===== config.mk =====
export PLATFORM = sky130hd
export DESIGN_NAME = data_port_arbiter
export DESIGN_NICKNAME = d
export VERILOG_FILES = /design/src/rtl/r32_mem_pkg.sv /design/src/rtl/rr_arbiter2.sv /design/src/rtl/data_port_arbiter.sv
export SDC_FILE = /design/constraint.sdc
export NUM_CORES = 1
export LEC_CHECK = 0
export CAP_MARGIN = 30
export CORE_MARGIN = 8
export CORE_UTILIZATION = 35
export DETAILED_ROUTE_END_ITERATION = 16
export PLACE_DENSITY = 0.82
export SYNTH_ARGS = -nofsm -noshare
export SYNTH_HDL_FRONTEND = slang
export SYNTH_HIERARCHICAL = 1
export SYNTH_SLANG_ARGS = --single-unit

===== constraint.sdc =====
create_clock -name i_clock -period 2.4 [get_ports i_clock]
set_clock_uncertainty 0.1 [all_clocks]
set_input_delay 0.72 -clock i_clock [delete_from_list [all_inputs] [get_ports i_clock]]
set_output_delay 0.72 -clock i_clock [all_outputs]
set_load 0.03 [all_outputs]

===== src/rtl/r32_mem_pkg.sv =====
// rtl/r32_mem_pkg.sv - shared types for the R32 data-port arbiter
package r32_mem_pkg;

  // Transaction phase of the shared memory data port
  typedef enum logic [1:0] {
    IDLE  = 2'd0,
    ISSUE = 2'd1,
    RESP  = 2'd2
  } state_t;

  // Index of a requesting master (0 = core load/store, 1 = debug/DMA)
  typedef logic grant_id_t;

  // Request captured at acceptance and replayed to the memory
  typedef struct packed {
    logic        rw;
    logic [31:0] address;
    logic [31:0] data;
    logic [3:0]  strobes;
    logic        bad;
  } req_t;

  // Byte address to word address conversion
  localparam int WORD_SHIFT = 2;

endpackage


===== src/rtl/rr_arbiter2.sv =====
// rtl/rr_arbiter2.sv - two-way grant with round-robin or fixed priority
module rr_arbiter2
  import r32_mem_pkg::*;
#(
  parameter bit ROUND_ROBIN = 1'b1
) (
  input  logic       clk,
  input  logic       resetn,
  input  logic [1:0] req,
  input  logic       advance,
  output logic       grant_valid,
  output grant_id_t  grant_id
);

  // Master favoured on a tie; starts at master 0
  grant_id_t prio;

  // Pick the winner: a lone requester always wins, ties go to prio
  always_comb begin
    grant_valid = |req;
    if (req == 2'b11) begin
      grant_id = ROUND_ROBIN ? prio : 1'b0;
    end else begin
      grant_id = req[1];
    end
  end

  // Hand priority to the other master whenever a grant is consumed
  always_ff @(posedge clk) begin
    if (!resetn) begin
      prio <= 1'b0;
    end else if (advance && grant_valid) begin
      prio <= ~grant_id;
    end
  end

endmodule


===== src/rtl/data_port_arbiter.sv =====
// rtl/data_port_arbiter.sv - shares the ROM_RAM data port between two masters
module data_port_arbiter
  import r32_mem_pkg::*;
#(
  parameter bit          ROUND_ROBIN = 1'b1,
  parameter logic [31:0] ADDR_LIMIT  = 32'h0000_4000
) (
  input  logic        i_clock,
  input  logic        i_reset,
  input  logic        i_m0_valid,
  output logic        o_m0_ready,
  input  logic        i_m0_rw,
  input  logic [31:0] i_m0_address,
  input  logic [31:0] i_m0_data,
  input  logic [3:0]  i_m0_strobes,
  output logic [31:0] o_m0_rdata,
  output logic        o_m0_done,
  output logic        o_m0_error,
  input  logic        i_m1_valid,
  output logic        o_m1_ready,
  input  logic        i_m1_rw,
  input  logic [31:0] i_m1_address,
  input  logic [31:0] i_m1_data,
  input  logic [3:0]  i_m1_strobes,
  output logic [31:0] o_m1_rdata,
  output logic        o_m1_done,
  output logic        o_m1_error,
  output logic        o_mem_rw,
  output logic [31:0] o_mem_address,
  output logic [31:0] o_mem_data,
  output logic [3:0]  o_mem_strobes,
  input  logic [31:0] i_mem_data,
  input  logic        i_mem_error
);

  state_t      state;
  state_t      state_next;
  req_t        lat;
  grant_id_t   gid;
  logic        arb_valid;
  grant_id_t   arb_id;
  logic        accept;
  logic        sel_rw;
  logic [31:0] sel_address;
  logic [31:0] sel_data;
  logic [3:0]  sel_strobes;
  logic [31:0] resp_data;
  logic        resp_error;

  // A new request can be taken whenever the port is not mid-issue
  assign accept = i_reset && (state != ISSUE) && arb_valid;

  rr_arbiter2 #(
    .ROUND_ROBIN (ROUND_ROBIN)
  ) u_arb (
    .clk         (i_clock),
    .resetn      (i_reset),
    .req         ({i_m1_valid, i_m0_valid}),
    .advance     (accept),
    .grant_valid (arb_valid),
    .grant_id    (arb_id)
  );

  // Steer the winning master's request onto the capture path
  always_comb begin
    if (arb_id == 1'b1) begin
      sel_rw      = i_m1_rw;
      sel_address = i_m1_address;
      sel_data    = i_m1_data;
      sel_strobes = i_m1_strobes;
    end else begin
      sel_rw      = i_m0_rw;
      sel_address = i_m0_address;
      sel_data    = i_m0_data;
      sel_strobes = i_m0_strobes;
    end
  end

  // Capture the accepted request and flag misaligned or out-of-range addresses
  always_ff @(posedge i_clock) begin
    if (!i_reset) begin
      lat <= '0;
      gid <= 1'b0;
    end else if (accept) begin
      lat.rw      <= sel_rw;
      lat.address <= sel_address;
      lat.data    <= sel_data;
      lat.strobes <= sel_strobes;
      lat.bad     <= (sel_address[1:0] != 2'b00) || (sel_address >= ADDR_LIMIT);
      gid         <= arb_id;
    end
  end

  // State register
  always_ff @(posedge i_clock) begin
    if (!i_reset) begin
      state <= IDLE;
    end else begin
      state <= state_next;
    end
  end

  // Next state: issue follows every accept, response always follows issue
  always_comb begin
    state_next = state;
    case (state)
      IDLE:    state_next = accept ? ISSUE : IDLE;
      ISSUE:   state_next = RESP;
      RESP:    state_next = accept ? ISSUE : IDLE;
      default: state_next = IDLE;
    endcase
  end

  // Outputs: ready from the arbiter, memory drive in ISSUE, response in RESP
  always_comb begin
    o_m0_ready    = accept && (arb_id == 1'b0);
    o_m1_ready    = accept && (arb_id == 1'b1);
    o_mem_rw      = (state == ISSUE) && lat.rw && !lat.bad && i_reset;
    o_mem_strobes = ((state == ISSUE) && !lat.bad) ? lat.strobes : 4'b0000;
    o_mem_address = lat.address >> WORD_SHIFT;
    o_mem_data    = lat.data;
    resp_data     = (lat.rw || lat.bad) ? 32'h0 : i_mem_data;
    resp_error    = i_mem_error || lat.bad;
    o_m0_done     = 1'b0;
    o_m0_error    = 1'b0;
    o_m0_rdata    = 32'h0;
    o_m1_done     = 1'b0;
    o_m1_error    = 1'b0;
    o_m1_rdata    = 32'h0;
    if (state == RESP) begin
      if (gid == 1'b1) begin
        o_m1_done  = 1'b1;
        o_m1_error = resp_error;
        o_m1_rdata = resp_data;
      end else begin
        o_m0_done  = 1'b1;
        o_m0_error = resp_error;
        o_m0_rdata = resp_data;
      end
    end
  end

endmodule


# Word level (Yosys, flattened, before mapping)

Cells that the tools add are included.

Flip-flop bits (word level): 74
Input port bits: 175
Output and inout port bits: 139
Word-level logic and storage cells: 52

$lt $le $gt $ge: 1
Eq/ne operators: 4
Multiplexer cells: 21
Bitwise operators: 1
Reduce and logical (&&, ||, !) cells: 17

Operators by type and width:

| kind                                                                                  | count |
|---|---|
| 32-bit two-way mux                                                                    | 7 |
| 32-bit by 15-bit greater-or-equal comparator with 1-bit output, second input constant | 1 |
| 1-bit two-way mux                                                                     | 11 |
| 1-bit logical AND                                                                     | 9 |
| 4-bit two-way mux                                                                     | 2 |
| 2-bit equality test, second input constant                                            | 2 |
| 2-bit one-hot mux with 2 select lines                                                 | 1 |
| 2-bit OR reduction                                                                    | 2 |
| 1-bit logical OR                                                                      | 3 |
| 2-bit by 1-bit equality test with 1-bit output, second input constant                 | 1 |
| 2-bit logical NOT                                                                     | 1 |
| 2-bit by 1-bit != test with 1-bit output, second input constant                       | 1 |
| 2-bit nonzero test                                                                    | 1 |
| 1-bit logical NOT                                                                     | 1 |
| 1-bit NOT                                                                             | 1 |

# Longest topological paths before layout

Gate-level depths: netlist (run 1).

Word-level depth: 5
Gate-level depth with buffers: 7
Gate-level depth less buffers: 6

# Modules after synthesis

Netlist (run 1), hierarchy kept.

By module, submodules not included:

| module            | instances | cells an instance | area an instance (um^2) |
|---|---|---|---|
| data_port_arbiter | 1         | 484               | 4255.3 |
| rr_arbiter2       | 1         | 7                 | 60.1 |

# Least setup slack after synthesis (run 1)

No wires, ideal clock.

Path type: input -> output
From: input port i_m1_valid
To: output port o_m0_ready
Arrival: 1597 ps
Required time: 1580 ps
Setup slack: -17 ps
Cell stages on the path: 4
Buffers on the path: 2
Path through: a21boi_0 buf_2 buf_2 nor2_1

Word-level cells in the longest chain between the ends: 4
Elaborated cells on any way between the ends: 6
Classes of those cells: eq/ne: 1; mux: 1; bitwise: 1; reduce/logical: 3

RTL lines:

| item                | line                     | source |
|---|---|---|
| from (decl)         | data_port_arbiter.sv:19  | `input logic i_m1_valid,` |
| 2-bit equality test | rr_arbiter2.sv:21        | `if (req == 2'b11) begin` |
| 1-bit two-way mux   | rr_arbiter2.sv:21        |  |
| 1-bit NOT           | data_port_arbiter.sv:116 | `o_m0_ready = accept && (arb_id == 1'b0);` |
| 1-bit logical AND * | data_port_arbiter.sv:116 |  |
| to (decl)           | data_port_arbiter.sv:11  | `output logic o_m0_ready,` |

Mark *: on every way between the ends. The rest lies on a longest branch, timed or not.

# Final worst setup path (run 1)

From: input port i_mem_data[29]
To: output port o_m0_rdata[29]

Word-level cells in the longest chain between the ends: 3

RTL lines:

| item               | line                     | source |
|---|---|---|
| from (decl)        | data_port_arbiter.sv:32  | `input logic [31:0] i_mem_data,` |
| 32-bit two-way mux | data_port_arbiter.sv:122 | `resp_data = (lat.rw \|\| lat.bad) ? 32'h0 : i_mem_data;` |
| 32-bit two-way mux | data_port_arbiter.sv:131 | `if (gid == 1'b1) begin` |
| 32-bit two-way mux | data_port_arbiter.sv:130 | `if (state == RESP) begin` |
| to (decl)          | data_port_arbiter.sv:16  | `output logic [31:0] o_m0_rdata,` |

No other way between the ends.

==> results.sh, run 1 <==
export IMPL_synth_area_sq_um=4320
export IMPL_wl_per_cell_um=19.0
export IMPL_path_max_fanout=2
export IMPL_synth_distinct_cells=30
export IMPL_use_met2_pct=35.7
export IMPL_clkSlewWorstSetupHoldPaths_ns=0.05
export IMPL_areaGrowthSynthToFinish_pct=73.8
export IMPL_ff2ff_setup_slack_ns=0.54
export IMPL_reg2regPathDepth=6
export IMPL_core_sq_um=12000
export IMPL_vias=4420
export IMPL_cts_max_level=3
export IMPL_setup_viol=0
export IMPL_busiest_layer="met2"
export IMPL_overflow=0
export IMPL_fmax_ghz=0.422
export IMPL_synth_top_family_by_area="simple AND/OR/NAND/NOR gates"
export IMPL_dr_pass1_iters=4
export IMPL_crit_required_ns=1.58
export IMPL_synthSimpleGateAreaFrac_pct=21.0
export IMPL_vias_per_cell=5.01
export IMPL_grt_util_met3_pct=5.07
export IMPL_insertion_delay_ns=0.32
export IMPL_antenna_found_initial=0
export IMPL_hp_class="flip-flop to flip-flop"
export IMPL_io_buffers=311
export IMPL_grt_first_pass_wirelength_um=24900
export IMPL_synthMuxAreaShare_pct=15.5
export IMPL_fin_crit_sh_pct=98.8
export IMPL_synthCells=491
export IMPL_initial_utilization_pct=35.9
export IMPL_grt_setup_unrepaired="yes"
export IMPL_end_kind="primary output"
export IMPL_period_minus_slack_ns=2.37
export IMPL_n_antenna_cell=0
export IMPL_cts_buffers_inserted=9
export IMPL_cap_violations=0
export IMPL_clock_sinks=72
export IMPL_status="completed"
export IMPL_critPathLaunchType="input pin"
export IMPL_ys_warn_count=6
export IMPL_crit_arrival_ns=1.55
export IMPL_final_common_cell="clkdlybuf4s50_1"
export IMPL_wl_um=16800
export IMPL_cts_tree="done"
export IMPL_synth_compound_area_share_pct=13.5
export IMPL_groute_usage_overall_pct=19.3
export IMPL_num_rows=40
export IMPL_ys_seq_area_share_pct=33.4
export IMPL_endpoint="o_m0_rdata[29]"
export IMPL_grt_pass1_vias=4610
export IMPL_hold_viol_final=0
export IMPL_root_buffer="clkbuf_16"
export IMPL_reg2reg_to="o_mem_data[29]"
export IMPL_p_per_area_nw_per_um2=549
export IMPL_cts_path_max_buffers=2
export IMPL_drt_iter0_drc=103
export IMPL_antenna_left=0
export IMPL_reg2reg_from="u_arb/prio"
export IMPL_grt_max_degree=65
export IMPL_post_route_drc_count=0
export IMPL_fin_util_pct=62.4
export IMPL_startpoint="i_mem_data[29]"
export IMPL_yosys_area_share_xor_xnor_pct=0
export IMPL_synth_adder_area_share_pct=0
export IMPL_io_pins=314
export IMPL_synth_seq_cells=72
export IMPL_synth_area_per_cell_sq_um=8.79
export IMPL_worstSetupPathType="input pin to primary output"
export IMPL_dieArea_sq_um=16100
export IMPL_gr_usage_met1_pct=20.0
export IMPL_finalMaxSlewViolations=0
export IMPL_die_w_um=127
export IMPL_mostFrequentLayoutCells="233 x clkdlybuf4s50_1, 79 x buf_4, 71 x dfxtp_1, 67 x mux2i_1, 65 x and3_1"
export IMPL_instances_no_fill=882
export IMPL_dp_hpwl_um=13800
export IMPL_cellLeakagePower_uw=0.00321
export IMPL_hold_buffers=0
export IMPL_dp_cells=866
export IMPL_nNetsFinal=906
export IMPL_drive_above_1_share_pct=20.4
export IMPL_ir_worst_vdd_v=0.000397
export IMPL_gp_congestion=0.877
export IMPL_die_height_um=127
[flip-flops by register name, indices dropped and copies added (netlist names)]
name / flops
gid: 1
lat: 6
o_mem_address: 30
o_mem_data: 32
state: 2
u_arb/prio: 1
[critical path, stage by stage]
cell and delay [ns]:
clkdlybuf4s50_1 0.49, and3_1 0.17, buf_4 0.17
[through the flow]
step | area, sq um | hold WS (ns) | total power, uW | setup WS (ns) | TNS [ns]
after CTS | 7460 | 0.374 | 4140 | 0.00209 | 0
after detailed placement | 7110 | 0.360 | 2670 | -0.385 | -14.39
after floorplan | 4320 | 0.343 | 2140 | 0.0214 | 0
after global routing | 7500 | 0.394 | 4290 | -0.00518 | -0.00518
after global placement | 7110 | 0.352 | 2640 | -0.373 | -11.58
final | 7500 | 0.368 | 4120 | 0.0292 | 0
[worst min path at each step]
stage | from | to | slack (ns) | cells after the start
after global placement | state[0] | state[0] | 0.35 | 1
final | o_mem_address[28] | o_mem_address[28] | 0.37 | 2
after global routing | o_mem_address[14] | o_mem_address[14] | 0.39 | 2
after CTS | o_mem_address[24] | o_mem_address[24] | 0.37 | 2
after floorplan | state[0] | state[0] | 0.34 | 1
after detailed placement | o_mem_address[24] | o_mem_address[24] | 0.36 | 2
[power by group]
group / switching, uW / internal (uW) / leakage [uW] / total (uW)
clock network: 490 / 964 / 0.000158 / 1450
logic: 645 / 638 / 0.00245 / 1280
registers: 67.2 / 1310 / 0.000596 / 1380
total: 1200 / 2920 / 0.00321 / 4120
[what timing repair did]
| item | CTS | global route |
|---|---|---|
| setup buffers | 0 | 0 |
| cloned | 0 | 1 |
| pin swaps | 1 | 1 |
| setup endpoints to repair | 8 | 43 |
| gates resized for setup | 13 | 10 |
[cell usage after synthesis]
cell type | count | area share, %
a311oi_1 | 1 | 0.20
o21a_1 | 2 | 0.35
buf_2 | 15 | 1.7
a211oi_1 | 18 | 3.1
a21boi_0 | 1 | 0.17
nand2b_2 | 1 | 0.20
a211oi_2 | 20 | 5.8
nand3_1 | 30 | 3.5
nor2_1 | 44 | 3.8
buf_6 | 3 | 0.78
inv_1 | 3 | 0.26
nor4_1 | 9 | 1.3
or2_2 | 1 | 0.15
nand2_1 | 5 | 0.43
and3_1 | 66 | 9.6
and4b_1 | 1 | 0.23
a31o_1 | 1 | 0.20
or4_1 | 2 | 0.35
mux2i_1 | 67 | 16
conb_1 | 1 | 0.087
and3b_1 | 1 | 0.20
nor3b_2 | 1 | 0.29
nand3_4 | 1 | 0.41
o21ai_0 | 29 | 3.4
clkbuf_1 | 22 | 1.9
and2_1 | 4 | 0.58
a21oi_1 | 2 | 0.23
inv_4 | 1 | 0.15
buf_4 | 67 | 12
dfxtp_1 | 72 | 33
[area by class of cell]
| cell class | instances | area (sq um) |
|---|---|---|
| clock inverter | 4 | 76.3 |
| fill | 993 | 4510 |
| inverter | 4 | 17.5 |
| timing repair buffer | 335 | 3320 |
| multi-input combinational | 309 | 2210 |
| tap | 147 | 184 |
| sequential | 72 | 1440 |
| clock buffer | 11 | 253 |
[logic make-up after synthesis]
kind of cell,count (synthesis)
other,1
and+or+nand+nor,166
AOI/OAI and AO/OA,74
muxes,67
buffers and inverters,111
DFF,72
[layer usage]
| metal | part of all wire [%] | wire length [um] |
|---|---|---|
| met1 | 38 | 6440 |
| met2 | 51 | 8640 |
| met3 | 7.0 | 1180 |
| met4 | 3.2 | 545 |
| met5 | 0 | 0 |
No activity file was read; power rests on OpenSTA's default activity.
==> run 2: changes to the inputs <==
CORE_UTILIZATION = 32   (was 35)
PLACE_DENSITY = 0.79   (was 0.82)
clock period = 2 ns   (was 2.4 ns; I/O delays follow)
==> results.sh, run 2 (synthesized netlist as in run 1, its figures left out) <==
export IMPL_status="finished with violations"
export IMPL_violations="setup timing"
export IMPL_cts_max_level=3
export IMPL_final_common_cell="clkdlybuf4s50_1"
export IMPL_fin_crit_sh_pct=109
export IMPL_io_buffers=311
export IMPL_gp_congestion=0.845
export IMPL_dp_worst_setup_slack_ns=-0.536
export IMPL_clock_sinks=72
export IMPL_core_sq_um=13200
export IMPL_cts_tree="done"
export IMPL_fmax_ghz=0.459
export IMPL_clkSlewWorstSetupHoldPaths_ns=0.05
export IMPL_p_per_area_nw_per_um2=636
export IMPL_drt_iter0_drc=103
export IMPL_wl_met1_um=6640
export IMPL_design_area_sq_um=7930
export IMPL_hold_start="state[0]"
export IMPL_initial_utilization_pct=32.7
export IMPL_dp_hpwl_um=13800
export IMPL_die_w_um=132
export IMPL_dr_pass1_iters=6
export IMPL_overflow=0
export IMPL_seqCellArea_sq_um=1450
export IMPL_grt_max_degree=65
export IMPL_dieArea_sq_um=17500
export IMPL_reg2reg_from="u_arb/prio"
export IMPL_wl_met2_um=8660
export IMPL_setup_viol=75
export IMPL_fill_cells=1155
export IMPL_crit_required_ns=1.30
export IMPL_worstSetupPathType="flip-flop to primary output"
export IMPL_power_total_uw=5040
export IMPL_hold_buffers=0
export IMPL_hp_class="flip-flop to flip-flop"
export IMPL_met3WireLength_um=1340
export IMPL_cap_violations=0
export IMPL_cts_buffers_inserted=9
export IMPL_vias=4521
export IMPL_n_antenna_cell=0
export IMPL_tns_ns=-10.51
export IMPL_nNetsFinal=916
export IMPL_io_pins=314
export IMPL_ir_worst_vdd_v=0.000398
export IMPL_cellLeakagePower_uw=0.00352
export IMPL_root_buffer="clkbuf_16"
export IMPL_vias_per_cell=4.90
export IMPL_die_height_um=132
export IMPL_routed_top_layer="met4"
export IMPL_wl_per_cell_um=18.7
export IMPL_post_route_drc_count=0
export IMPL_groute_usage_overall_pct=19.0
export IMPL_critPathLaunchType="flip-flop"
export IMPL_num_rows=42
export IMPL_hold_viol_final=0
export IMPL_drive_above_1_share_pct=24.7
export IMPL_period_minus_slack_ns=2.18
export IMPL_startpoint="state[0]"
export IMPL_areaGrowthSynthToFinish_pct=83.8
export IMPL_crit_arrival_ns=1.48
export IMPL_antenna_found_initial=0
export IMPL_path_max_fanout=34
export IMPL_end_kind="primary output"
export IMPL_largest_register_ffs=32
export IMPL_finalMaxSlewViolations=0
export IMPL_mostFrequentLayoutCells="171 x clkdlybuf4s50_1, 69 x buf_6, 69 x dfxtp_1, 67 x mux2i_1, 62 x dlygate4sd2_1"
export IMPL_place_area_sq_um=7220
export IMPL_antenna_left=0
export IMPL_wl_um=17300
export IMPL_grt_pass1_vias=4868
export IMPL_multi_input_area_sq_um=2290
export IMPL_cts_path_max_buffers=2
export IMPL_insertion_delay_ns=0.33
export IMPL_grt_setup_unrepaired="yes"
export IMPL_grt_first_pass_wirelength_um=26800
export IMPL_worst_slack_ns=-0.177
[run 2: final cells by class]
type                       count  share of cell area [%]
sequential                    72                    18.3
tap                          176                    2.78
clock buffer                  11                    3.19
inverter                       4                   0.221
timing repair buffer         345                    45.4
clock inverter                 5                    1.29
multi-input combinational    309                    28.8
[run 2: what timing repair did]
action / CTS / global route
cloned: 1 / 0
buffers inserted: 5 / 1
endpoints found under the setup margin: 197 / 75
gates resized for setup: 164 / 4
pin swaps: 4 / 3
[run 2: worst paths after layout]
| check | slack, ns | cells after the start | end |
|---|---|---|---|
| worst max-delay path | -0.18 | 4 | o_m1_rdata[29] |
| worst max register to register | 0.20 | 7 | o_mem_data[19] |
| worst min-delay path | 0.35 | 1 | state[0] |
| worst min register to register | 0.35 | 1 | state[0] |
[run 2: stage by stage]
| stage | util, % | instances | hold WS (ns) |
|---|---|---|---|
| finish | 60.1 | 922 | 0.349 |
| global route | 60.1 | 922 | 0.369 |
| CTS | 59.9 | 921 | 0.351 |
| detailed placement | 54.8 | 899 | 0.362 |
| global placement | 54.8 | 899 | 0.354 |
| floorplan | - | 492 | 0.343 |
[run 2: power by group]
group / internal (uW) / switching, uW
clock: 1280 / 613
combinational: 714 / 788
sequential: 1570 / 69.3
total: 3570 / 1470
[run 2: metal layers]
layer,GRT usage [%],vias up
li1,-,2188
met1,19.6,2095
met2,33.9,200
met3,6.44,38
met4,8.74,0
met5,0,-
[run 2: worst max-delay path, stage by stage (launching register included)]
cell,delay [ns]
dfxtp_4,0.36
and3b_2,0.26
buf_12,0.17
and3_2,0.23
buf_12,0.12
==> run 3: changes to the inputs <==
ABC_AREA = 1   (was default)
CORE_UTILIZATION = 31   (was 32)
PLACE_DENSITY = 0.77   (was 0.79)
REMOVE_ABC_BUFFERS = 1   (was default)
==> results.sh, run 3 <==
export IMPL_status="finished with violations"
export IMPL_violations="setup timing"
export IMPL_wl_um=19300
export IMPL_post_route_drc_count=0
export IMPL_cts_tree="done"
export IMPL_period_minus_slack_ns=2.23
export IMPL_clkSlewWorstSetupHoldPaths_ns=0.05
export IMPL_synth_area_sq_um=4260
export IMPL_nNetsFinal=1093
export IMPL_final_common_cell="nand2_1"
export IMPL_drive_above_1_share_pct=28.6
export IMPL_holdPathStages=2
export IMPL_die_w_um=133
export IMPL_grt_setup_unrepaired="yes"
export IMPL_grt_pass1_vias=5056
export IMPL_dp_worst_setup_slack_ns=-0.544
export IMPL_wl_met1_um=7420
export IMPL_end_kind="primary output"
export IMPL_largest_register_ffs=32
export IMPL_fin_util_pct=61.2
export IMPL_crit_arrival_ns=1.53
export IMPL_synth_top_cell_area_share_pct=33.8
export IMPL_mostFrequentLayoutCells="213 x nand2_1, 170 x clkdlybuf4s50_1, 67 x dfxtp_1, 64 x buf_6, 63 x dlygate4sd2_1"
export IMPL_io_pins=314
export IMPL_synth_distinct_cells=24
export IMPL_met3WireLength_um=1270
export IMPL_initial_utilization_pct=31.2
export IMPL_post_synth_top_count_cell="nand2_1"
export IMPL_num_rows=43
export IMPL_routed_top_layer="met4"
export IMPL_hp_class="flip-flop to flip-flop"
export IMPL_yosysTopAreaCell="dfxtp_1"
export IMPL_overflow=0
export IMPL_design_area_sq_um=8360
export IMPL_antenna_found_initial=0
export IMPL_areaGrowthSynthToFinish_pct=96.2
export IMPL_hold_viol_final=0
export IMPL_antenna_left=0
export IMPL_p_per_area_nw_per_um2=595
export IMPL_die_height_um=133
export IMPL_dp_hpwl_um=13800
export IMPL_reg2regPathDepth=12
export IMPL_synth_area_per_cell_sq_um=6.57
export IMPL_cellLeakagePower_uw=0.00359
export IMPL_critPathLaunchType="input pin"
export IMPL_synth_seq_cells=72
export IMPL_root_buffer="clkbuf_16"
export IMPL_synthTopCellsByArea="dfxtp_1 34%, nand2_1 20%, buf_4 13%"
export IMPL_synth_common_cells="225 x nand2_1, 114 x nor2_1, 72 x buf_4, 72 x dfxtp_1, 32 x nand3_1"
export IMPL_fin_crit_sh_pct=112
export IMPL_cts_buffers_inserted=9
export IMPL_core_sq_um=13700
export IMPL_grt_first_pass_wirelength_um=28000
export IMPL_drt_iter0_drc=173
export IMPL_worst_slack_ns=-0.230
export IMPL_io_buffers=311
export IMPL_vias=5108
export IMPL_path_max_fanout=2
export IMPL_synth_edf_count=0
export IMPL_finalMaxSlewViolations=0
export IMPL_hold_buffers=0
export IMPL_synthFlopType="dfxtp_1"
export IMPL_cts_max_level=3
export IMPL_dieArea_sq_um=17700
export IMPL_dr_pass1_iters=4
export IMPL_gp_congestion=0.818
export IMPL_cts_path_max_buffers=2
export IMPL_insertion_delay_ns=0.32
export IMPL_async_flop_share_pct=0
export IMPL_setup_viol=70
export IMPL_clock_sinks=72
export IMPL_grt_max_degree=39
export IMPL_ir_worst_vdd_v=0.000367
export IMPL_worstSetupPathType="input pin to primary output"
export IMPL_fmax_ghz=0.448
export IMPL_ys_warn_count=6
export IMPL_n_antenna_cell=0
export IMPL_synthCells=648
export IMPL_vias_per_cell=4.63
export IMPL_wl_per_cell_um=17.5
export IMPL_cap_violations=0
export IMPL_ys_seq_area_share_pct=33.8
export IMPL_place_area_sq_um=7170
export IMPL_groute_usage_overall_pct=19.6
export IMPL_wl_met2_um=10100
export IMPL_crit_required_ns=1.30
[run 3: cell count changes in the layout (fill, tap and decap cells not counted), sizes merged, moves of 21 or more]
cell	change
and3	-66
nor2	+72
a31oi	+38
nand2	+231
o21ai	-21
mux2i	-67
a211oi	-38
[run 3: worst paths after layout]
path,startpoint,to,slack (ns)
worst max register to register,u_arb/prio,lat[0],0.16
worst min-delay path,o_mem_address[26],o_mem_address[26],0.36
worst max-delay path,i_mem_data[14],o_m1_rdata[14],-0.23
worst min register to register,o_mem_address[26],o_mem_address[26],0.36
[run 3: stage by stage]
step           hold WS (ns)  power, uW  cells  setup TNS (ns)
6_report              0.362       4980   1103          -10.86
5_1_grt               0.380       5180   1103          -14.48
4_1_cts               0.364       4930   1099          -10.40
3_5_place_dp          0.359       3140   1071          -39.19
3_3_place_gp          0.341       3130   1071          -36.80
2_1_floorplan         0.326       2280    543         -126.70
[run 3: layer usage]
metal / vias to the layer above / global-route usage [%]
met4: 0 / 5.93
met2: 224 / 36.7
met5: - / 0
met3: 27 / 5.53
met1: 2330 / 20.8
li1: 2527 / -
[run 3: what timing repair did]
action | 4_1_cts | 5_1_grt
gates resized for setup | 210 | 75
endpoints found under the setup margin | 203 | 76
gates cloned | 5 | 2
pin swaps | 12 | 10
setup buffers | 11 | 2
[run 3: area by class of cell]
cell class                      instances  area [sq um]
Clock buffer                           10           229
Fill cell                            1181          5310
Multi-Input combinational cell        448          2430
Tap cell                              180           225
Sequential cell                        72          1450
Timing Repair Buffer                  364          3830
Inverter                               23          98.8
Clock inverter                          6          91.3
[run 3: critical path, cell delays in order]
cell,delay [ns]
clkdlybuf4s50_1,0.46
nand2_1,0.15
nor2_4,0.17
buf_6,0.14
[run 3: cell families (layout without fill, tap and decap cells)]
logic type	count (synthesis)	in the layout	share of synthesized area, %
flops	72	72	33.8
other cells	1	2	0.0880
compound gates	61	61	10.5
simple gates	385	385	36.0
buf+inv	129	403	19.6
[run 3: power by group]
| part | internal, uW | leakage [uW] | total, uW | switching (uW) |
|---|---|---|---|---|
| Combinational | 722 | 0.00283 | 1580 | 862 |
| Clock | 1100 | 0.000157 | 1760 | 658 |
| Sequential | 1560 | 0.000595 | 1630 | 70.9 |
